--- src/rtl/adc_pkg.sv ---
// Shared ADC definitions: sample width common with the SPI master stage,
// default averaging depth and the decimator state encoding.
package adc_pkg;

  localparam int unsigned ADC_DATA_W     = 12;
  localparam int unsigned ADC_AVG_LOG2_N = 3;

  typedef enum logic {
    ST_IDLE  = 1'b0,
    ST_ACCUM = 1'b1
  } avg_state_e;

endpackage

--- src/rtl/adc_result_holder.sv ---
// Single-entry valid/ready output register. A load that arrives while the
// entry is full and not being consumed is dropped and reported on 'dropped'.
module adc_result_holder #(
  parameter int unsigned DATA_W = 12
) (
  input  logic              clk,
  input  logic              rst_n,
  input  logic              load,
  input  logic [DATA_W-1:0] load_data,
  input  logic              ready,
  output logic [DATA_W-1:0] data,
  output logic              valid,
  output logic              dropped
);

  logic accept_load;

  // The entry frees up in the same cycle it is consumed, so a load
  // coinciding with a handshake replaces the result without a bubble.
  assign accept_load = load && (!valid || ready);
  assign dropped     = load && valid && !ready;

  always_ff @(posedge clk or negedge rst_n) begin
    if (!rst_n) begin
      data  <= '0;
      valid <= 1'b0;
    end else if (accept_load) begin
      data  <= load_data;
      valid <= 1'b1;
    end else if (valid && ready) begin
      valid <= 1'b0;
    end
  end

endmodule

--- src/rtl/adc_avg_decimator.sv ---
// Boxcar decimator: averages non-overlapping windows of 2^LOG2_N ADC samples
// with round-half-up and hands each result to a valid/ready output register.
module adc_avg_decimator
  import adc_pkg::*;
#(
  parameter int unsigned DATA_W = ADC_DATA_W,
  parameter int unsigned LOG2_N = ADC_AVG_LOG2_N
) (
  input  logic              clk,
  input  logic              rst_n,
  input  logic              enable,
  input  logic [DATA_W-1:0] sample_data,
  input  logic              sample_valid,
  input  logic              clear_overrun,
  output logic [DATA_W-1:0] avg_data,
  output logic              avg_valid,
  input  logic              avg_ready,
  output logic              overrun,
  output logic [LOG2_N:0]   win_count
);

  localparam int unsigned ACC_W = DATA_W + LOG2_N;
  localparam int unsigned CNT_W = LOG2_N + 1;
  localparam int unsigned N     = 1 << LOG2_N;
  localparam logic [CNT_W-1:0] LAST  = CNT_W'(N - 1);
  localparam logic [ACC_W:0]   ROUND = (ACC_W + 1)'((1 << LOG2_N) >> 1);

  avg_state_e        state;
  logic [ACC_W-1:0]  acc;
  logic [CNT_W-1:0]  count;
  logic              accept;
  logic              win_done;
  logic [ACC_W:0]    sum_rnd;
  logic [DATA_W-1:0] result;
  logic              dropped;

  assign accept   = (state == ST_ACCUM) && enable && sample_valid;
  assign win_done = accept && (count == LAST);

  // The final sample is folded in combinationally so the result loads on the
  // same edge that restarts the window.
  assign sum_rnd = {1'b0, acc} + (ACC_W + 1)'(sample_data) + ROUND;
  assign result  = DATA_W'(sum_rnd >> LOG2_N);

  always_ff @(posedge clk or negedge rst_n) begin
    if (!rst_n) begin
      state <= ST_IDLE;
      acc   <= '0;
      count <= '0;
    end else begin
      case (state)
        ST_IDLE: begin
          acc   <= '0;
          count <= '0;
          if (enable) state <= ST_ACCUM;
        end
        ST_ACCUM: begin
          if (!enable) begin
            state <= ST_IDLE;
            acc   <= '0;
            count <= '0;
          end else if (sample_valid) begin
            if (count == LAST) begin
              acc   <= '0;
              count <= '0;
            end else begin
              acc   <= acc + ACC_W'(sample_data);
              count <= count + CNT_W'(1);
            end
          end
        end
      endcase
    end
  end

  adc_result_holder #(
    .DATA_W(DATA_W)
  ) u_holder (
    .clk      (clk),
    .rst_n    (rst_n),
    .load     (win_done),
    .load_data(result),
    .ready    (avg_ready),
    .data     (avg_data),
    .valid    (avg_valid),
    .dropped  (dropped)
  );

  // Setting takes priority over a simultaneous clear.
  always_ff @(posedge clk or negedge rst_n) begin
    if (!rst_n) begin
      overrun <= 1'b0;
    end else if (dropped) begin
      overrun <= 1'b1;
    end else if (clear_overrun) begin
      overrun <= 1'b0;
    end
  end

  assign win_count = count;

endmodule

--- config.mk ---
export PLATFORM = sky130hd
export DESIGN_NAME = adc_avg_decimator
export DESIGN_NICKNAME = d
export VERILOG_FILES = /design/src/rtl/adc_pkg.sv /design/src/rtl/adc_result_holder.sv /design/src/rtl/adc_avg_decimator.sv
export SDC_FILE = /design/constraint.sdc
export NUM_CORES = 1
export LEC_CHECK = 0
export ABC_AREA = 1
export CORE_MARGIN = 3
export CORE_UTILIZATION = 44
export DETAILED_ROUTE_END_ITERATION = 12
export GPL_TIMING_DRIVEN = 0
export PLACE_DENSITY = 0.65
export SLEW_MARGIN = 20
export SYNTH_ARGS = -nofsm -noshare
export SYNTH_HDL_FRONTEND = slang
export SYNTH_HIERARCHICAL = 1
export SYNTH_SLANG_ARGS = --single-unit
--- constraint.sdc ---
create_clock -name clk -period 2.45 [get_ports clk]
set_clock_uncertainty 0.15 [all_clocks]
set_input_delay 0.49 -clock clk [delete_from_list [all_inputs] [get_ports clk]]
set_output_delay 0.49 -clock clk [all_outputs]
set_load 0.005 [all_outputs]
==> flow_summary.json, run 1 <==
{
  "status": "complete, no violations",
  "route.detailed.drc": 0,
  "worst-setup-path-type": "input pin to flip-flop",
  "worst-slew-pin-transition_ns": 0.610,
  "powerDensity_mw_per_mm2": 370,
  "netlist_area_mm2": 0.00304,
  "drtAntennaViolNets": 0,
  "cts_tree": "done",
  "drt_wl_total_um": 7560,
  "synthAdderAreaFrac_pct": 16.1,
  "die_w_um": 89.1,
  "synth_top_family_by_area": "simple AND/OR/NAND/NOR gates",
  "path_max_fanout": 3,
  "finalPower_mw": 1.44,
  "period_minus_slack_ns": 2.32,
  "grt_max_degree": 19,
  "tns_ns": 0,
  "ff_latch_area_um2": 851,
  "avgSynthCellArea_um2": 7.02,
  "rows": 29,
  "clk_pin_slew_ns": 0.07,
  "rsz0062_at_grt": "yes",
  "critPathArrivalTime_ns": 2.41,
  "synth-main-ff-cell": "dfrtp_1",
  "port_buffers": 35,
  "synthMuxAreaShare_pct": 0,
  "hpwlAfterDp_um": 6050,
  "ys_seq_elements": 34,
  "crit_path_start_kind": "input pin",
  "multi_input_area_mm2": 0.00205,
  "layout-drive-gt1-share_pct": 20.4,
  "timing.final.crit_share_pct": 94.9,
  "final_nets": 541,
  "gp_congestion": 0.878,
  "syn-num-nets": 484,
  "setup_viol": 0,
  "cp.required_ns": 2.53,
  "synth_edf_count": 0,
  "wl_per_cell_um": 13.3,
  "num_vias": 2938,
  "endpoint_kind": "flip-flop",
  "synthArstFlopShare_pct": 100,
  "avgViaCountPerCell": 5.17,
  "fmax_mhz": 430,
  "placed_area_mm2": 0.00351,
  "synth_xor_area_share_pct": 2.02,
  "setup_slack_ns": 0.126,
  "leakagePower_nw": 2.01,
  "slew_headroom_pct": 59.2,
  "max-vdd-ir-drop_mv": 0.251,
  "finalMaxSlewViolations": 0,
  "die_h_um": 89.1,
  "synth_seq_area_share_pct": 28.0,
  "pre_cts_ws_ns": -0.598,
  "track_usage_pct": 21.3,
  "synth_compound_area_share_pct": 8.65,
  "clkPwrFrac_pct": 30.8,
  "pwr-share-comb_pct": 28.9,
  "swShare_pct": 32.9,
  "cts_sinks": 34,
  "start_util_pct": 46.5,
  "cts.path.max_buffers": 2,
  "design_area_mm2": 0.00389,
  "yosysWarnings": 6,
  "yosysUniqueCellTypes": 36,
  "grt_pass1_vias": 2972,
  "hold_viol": 0,
  "n_fill_cell": 630,
  "max_stage_delay_ns": 0.60,
  "io_pins": 36,
  "cts.htree.levels": 2,
  "path_cells": "dlygate4sd2_1 > ha_4 > fa_2 > inv_4 > nor2_4 > nand2_1 > nor2_2 > nand3_2 > nand3_2 > nand3_1 > nand2_1 > nand3_1 > nand2_1",
  "antenna_found_initial": 0,
  "synth-simple-area-share_pct": 34.8,
  "area_growth_pct": 28.0,
  "crit_top_cell": "nand2_1",
  "drt_iter0_drc": 76,
  "p_int_uw": 966,
  "critPathSlowestCell": "fa_2",
  "die_area_mm2": 0.00794,
  "fp.coreArea_mm2": 0.00653,
  "n_antenna_cell": 0,
  "overflow": 0,
  "grt_pass1_wl_um": 13100,
  "power_frac_seq_pct": 40.3,
  "cts_root_buffer": "clkbuf_8",
  "switchingPower_uw": 473,
  "min_path_type": "flip-flop to flip-flop",
  "drv_cap": 0,
  "clkLatencyLatePin_ns": 0.29,
  "dr.pass1.iters": 5,
  "synthCells": 433,
  "cts_buffers": 5
}
power by group through the flow:
stage | Sequential (mW) | Combinational (mW) | Clock (mW)
3_3_place_gp | 0.591 | 0.338 | 0
2_1_floorplan | 0.589 | 0.234 | 0
5_1_grt | 0.582 | 0.465 | 0.481
6_report | 0.581 | 0.416 | 0.443
4_1_cts | 0.581 | 0.386 | 0.459
3_5_place_dp | 0.591 | 0.348 | 0
through the flow:
step,std cells,hold WS (ns),util [%]
finish,568,0.320,59.5
CTS,563,0.324,57.7
global placement,545,0.303,53.4
global route,568,0.334,59.5
floorplan,433,0.0444,-
detailed placement,546,0.307,53.7
path summary, 6_finish.rpt:
path | slack (ns) | end | cells past startpoint | from
max | 0.13 | u_holder/data[11] | 13 | sample_data[4]
min | 0.32 | u_holder/data[6] | 2 | u_holder/data[6]
max reg2reg | 0.16 | u_holder/data[11] | 12 | acc[10]
min reg2reg | 0.32 | u_holder/data[6] | 2 | u_holder/data[6]
max in group asynchronous | 1.19 | u_holder/data[0] | 3 | rst_n
min in group asynchronous | 0.52 | acc[10] | 2 | rst_n
routing by layer:
layer	routed length, um	track usage, %
met5	0	0
met4	214	7.98
met2	3820	39.1
met1	3270	24.2
met3	249	3.87
cell usage after synthesis, types with 3 or more instances:
| master | instances | area (um2) |
|---|---|---|
| nand2_2 | 4 | 25.0 |
| ha_1 | 23 | 288 |
| nand4_1 | 6 | 37.5 |
| nand2_4 | 4 | 45.0 |
| buf_4 | 3 | 22.5 |
| o21ai_0 | 16 | 80.1 |
| o22ai_1 | 4 | 25.0 |
| nand2_1 | 137 | 514 |
| a21oi_1 | 15 | 75.1 |
| xnor2_1 | 3 | 26.3 |
| dfrtp_1 | 34 | 851 |
| nand3_1 | 43 | 215 |
| nor2_1 | 28 | 105 |
| o21ai_1 | 3 | 15.0 |
| inv_1 | 68 | 255 |
| fa_1 | 10 | 200 |
| xor2_1 | 4 | 35.0 |
state kept, by name, indices dropped and copies added (netlist names):
| name | flops |
|---|---|
| acc | 15 |
| overrun | 1 |
| state | 1 |
| u_holder/data | 12 |
| u_holder/valid | 1 |
| win_count | 4 |
repair_timing:
action,in CTS,in global routing
pin swaps,24,20
setup endpoints to repair,9,12
hold buffers,1,0
buffers inserted,8,5
gates resized for setup,45,26
endpoints found under the hold margin,9,0
critical path: cells and delay by family:
family / cells / cell delay (ns)
adders and majority gates: 2 / 0.78
and+or+nand+nor: 9 / 0.78
buffers and inverters: 2 / 0.34
cells by family after synthesis:
family | Yosys count
AO/OA/AOI/OAI | 46
XOR/XNOR | 7
adder cells (fa/ha/maj) | 33
buffers and inverters | 77
flip-flops | 34
AND/OR/NAND/NOR | 236
area by class of cell:
cell class	count	area share [%]
buffer	6	1.29
multi-input combinational	322	52.8
sequential	34	21.9
clock inverter	2	0.322
timing repair buffer	50	12.1
tap	77	2.48
inverter	71	6.98
clock buffer	6	2.12
cell usage in the layout (no fill, tap or decap), types with 8 or more instances in the layout:
cell type	Yosys	layout
o21ai_0	16	14
nand2_2	4	12
ha_2	0	8
a21oi_1	15	11
dfrtp_1	34	34
inv_1	68	61
ha_1	23	13
nand2_1	137	128
nor2_1	28	24
clkdlybuf4s50_1	0	24
inv_2	2	8
nand3_1	43	38
fa_2	0	8
buf_4	3	16
Note: power is estimated with default switching activity, not from simulation.
==> inputs of run 2 (changes only) <==
--- a/config.mk
+++ b/config.mk
@@ -7,10 +7,11 @@
 export LEC_CHECK = 0
 export ABC_AREA = 1
 export CORE_MARGIN = 3
-export CORE_UTILIZATION = 44
+export CORE_UTILIZATION = 31
+export CTS_CLUSTER_DIAMETER = 30
 export DETAILED_ROUTE_END_ITERATION = 12
 export GPL_TIMING_DRIVEN = 0
-export PLACE_DENSITY = 0.65
+export MAX_ROUTING_LAYER = met4
 export SLEW_MARGIN = 20
 export SYNTH_ARGS = -nofsm -noshare
 export SYNTH_HDL_FRONTEND = slang
==> flow_summary.json, run 2 (synthesized netlist as in run 1, its figures left out) <==
{
  "rows": 35,
  "pwr-share-comb_pct": 30.1,
  "holdPathStages": 2,
  "reg2regPathDepth": 12,
  "power_frac_seq_pct": 41.9,
  "grt_pass1_wl_um": 12600,
  "drtAntennaViolNets": 0,
  "max-vdd-ir-drop_mv": 0.195,
  "antenna_found_initial": 0,
  "slew_headroom_pct": 65.4,
  "grt_max_degree": 20,
  "clkPwrFrac_pct": 28.0,
  "cts_sinks": 34,
  "placed_area_mm2": 0.00357,
  "gp_congestion": 0.852,
  "largest_reg_flops": 15,
  "p_int_uw": 938,
  "die_w_um": 105,
  "min_to": "u_holder/data[11]",
  "track_usage_pct": 14.2,
  "crit_family": "simple AND/OR/NAND/NOR gates",
  "n_antenna_cell": 0,
  "r2r-end": "u_holder/data[10]",
  "io_pins": 36,
  "critPathSlowestCell": "fa_2",
  "start_util_pct": 32.4,
  "finalMaxSlewViolations": 0,
  "overflow": 0,
  "avgViaCountPerCell": 4.64,
  "worst-slew-pin-transition_ns": 0.517,
  "num_vias": 2877,
  "endpoint_kind": "flip-flop",
  "min_from": "u_holder/data[11]",
  "period_minus_slack_ns": 2.39,
  "drt_iter0_drc": 82,
  "cts_tree": "done",
  "reg2reg_slack_ns": 0.11,
  "top_register": "acc",
  "hold_viol": 0,
  "finalPower_mw": 1.39,
  "cp.required_ns": 2.48,
  "route.detailed.drc": 0,
  "timing.final.crit_share_pct": 97.4,
  "cp.buffers_inverters": 3,
  "grt_pass1_vias": 2748,
  "setup_viol": 0,
  "layout-drive-gt1-share_pct": 21.0,
  "drv_cap": 0,
  "path_cells": "dlygate4sd2_1 > ha_1 > inv_1 > fa_2 > inv_2 > nand2_2 > nor4_2 > nand2_2 > nand3_1 > nand2_1 > nand3_1 > nand2_1",
  "dr.pass1.iters": 4,
  "wl_per_cell_um": 12.1,
  "design_area_mm2": 0.00393,
  "clk_pin_slew_ns": 0.07,
  "cts.path.max_buffers": 2,
  "worst-setup-path-type": "input pin to flip-flop",
  "port_buffers": 35,
  "hpwlAfterDp_um": 6060,
  "min_path_type": "flip-flop to flip-flop",
  "die_h_um": 105,
  "area_growth_pct": 29.3,
  "n_fill_cell": 1011,
  "tns_ns": 0,
  "max_stage_delay_ns": 0.48,
  "final_common_cell": "nand2_1",
  "die_area_mm2": 0.0110,
  "rsz0062_at_grt": "yes",
  "path_max_fanout": 4,
  "clkLatencyLatePin_ns": 0.28,
  "cts_buffers": 5,
  "switchingPower_uw": 448,
  "fmax_mhz": 419,
  "swShare_pct": 32.3,
  "r2r_start": "acc[7]",
  "powerDensity_mw_per_mm2": 353,
  "leakagePower_nw": 2.01,
  "final_nets": 542,
  "crit_path_start_kind": "input pin",
  "final_cell_mix": "nand2_1 (126), inv_1 (60), nand3_1 (41), dfrtp_1 (33)",
  "drt_wl_total_um": 7510,
  "critPathArrivalTime_ns": 2.41,
  "cts_root_buffer": "clkbuf_8",
  "fp.coreArea_mm2": 0.00937,
  "status": "complete, no violations",
  "cts.htree.levels": 2
}
run 2: cell count changes in the layout (fill, tap and decap cells not counted), sizes merged:
cell / previous run / this run
dlymetal6s2s: 2 / 3
clkinvlp: 1 / 0
clkdlybuf4s50: 24 / 23
buf: 21 / 22
dlygate4sd2: 7 / 6
clkbuf: 7 / 9
clkinv: 1 / 0
run 2: how the worst max path moves through the flow:
stage	from	end	slack, ns	cells after the start
6_report	sample_data[5]	u_holder/data[11]	0.06	12
5_1_grt	sample_data[5]	u_holder/data[5]	-0.02	12
4_1_cts	sample_data[3]	u_holder/data[10]	-0.02	12
3_5_place_dp	sample_data[8]	u_holder/data[10]	-0.60	14
3_3_place_gp	sample_data[8]	u_holder/data[10]	-0.60	14
2_1_floorplan	sample_data[4]	u_holder/data[9]	0.21	10
run 2: per-stage QoR:
stage	utilization, %	std cells	worst slack, ns	hold WS, ns
after floorplan	-	433	0.212	0.0444
after global placement	37.9	597	-0.597	0.303
after detailed placement	38.1	598	-0.598	0.298
after CTS	40.7	614	-0.0157	0.326
after global routing	41.9	620	-0.0208	0.350
final	41.9	620	0.0630	0.321
run 2: layout make-up:
type | instances | area (um2) | area share (%)
Sequential cell | 34 | 852 | 21.7
Timing Repair Buffer | 51 | 478 | 12.2
Multi-Input combinational cell | 322 | 2040 | 52.0
Buffer | 6 | 50.0 | 1.27
Inverter | 71 | 269 | 6.85
Tap cell | 129 | 161 | 4.11
Clock buffer | 7 | 76.3 | 1.94
run 2: repair_timing:
item                       in CTS  in global routing
setup endpoints to repair      10                  9
pin swaps                      24                 16
resized for setup              43                 33
hold buffers                    1                  0
buffers inserted                8                  6
hold endpoints to repair        9                  0
run 2: tightest hold or removal path, cell delays in order (launching register included):
cell and delay, ns:
dfrtp_1 0.35, nand2_1 0.05, nand2_1 0.04
run 2: power groups by stage:
stage                     clock (mW)  sequential (mW)  combinational (mW)
after floorplan                    0            0.589               0.234
after global placement             0            0.591               0.341
after detailed placement           0            0.592               0.348
after CTS                      0.411            0.581               0.385
after global routing           0.434            0.583               0.469
final                          0.388            0.581               0.417
run 2: metal layers:
metal / track usage (%) / part of all wire (%) / vias up / wire length (um)
li1: - / - / 1481 / -
met1: 18.4 / 46 / 1333 / 3440
met2: 23.6 / 49 / 59 / 3690
met3: 2.16 / 4.4 / 4 / 327
met4: 2.91 / 0.79 / 0 / 59
met5: - / 0 / - / 0
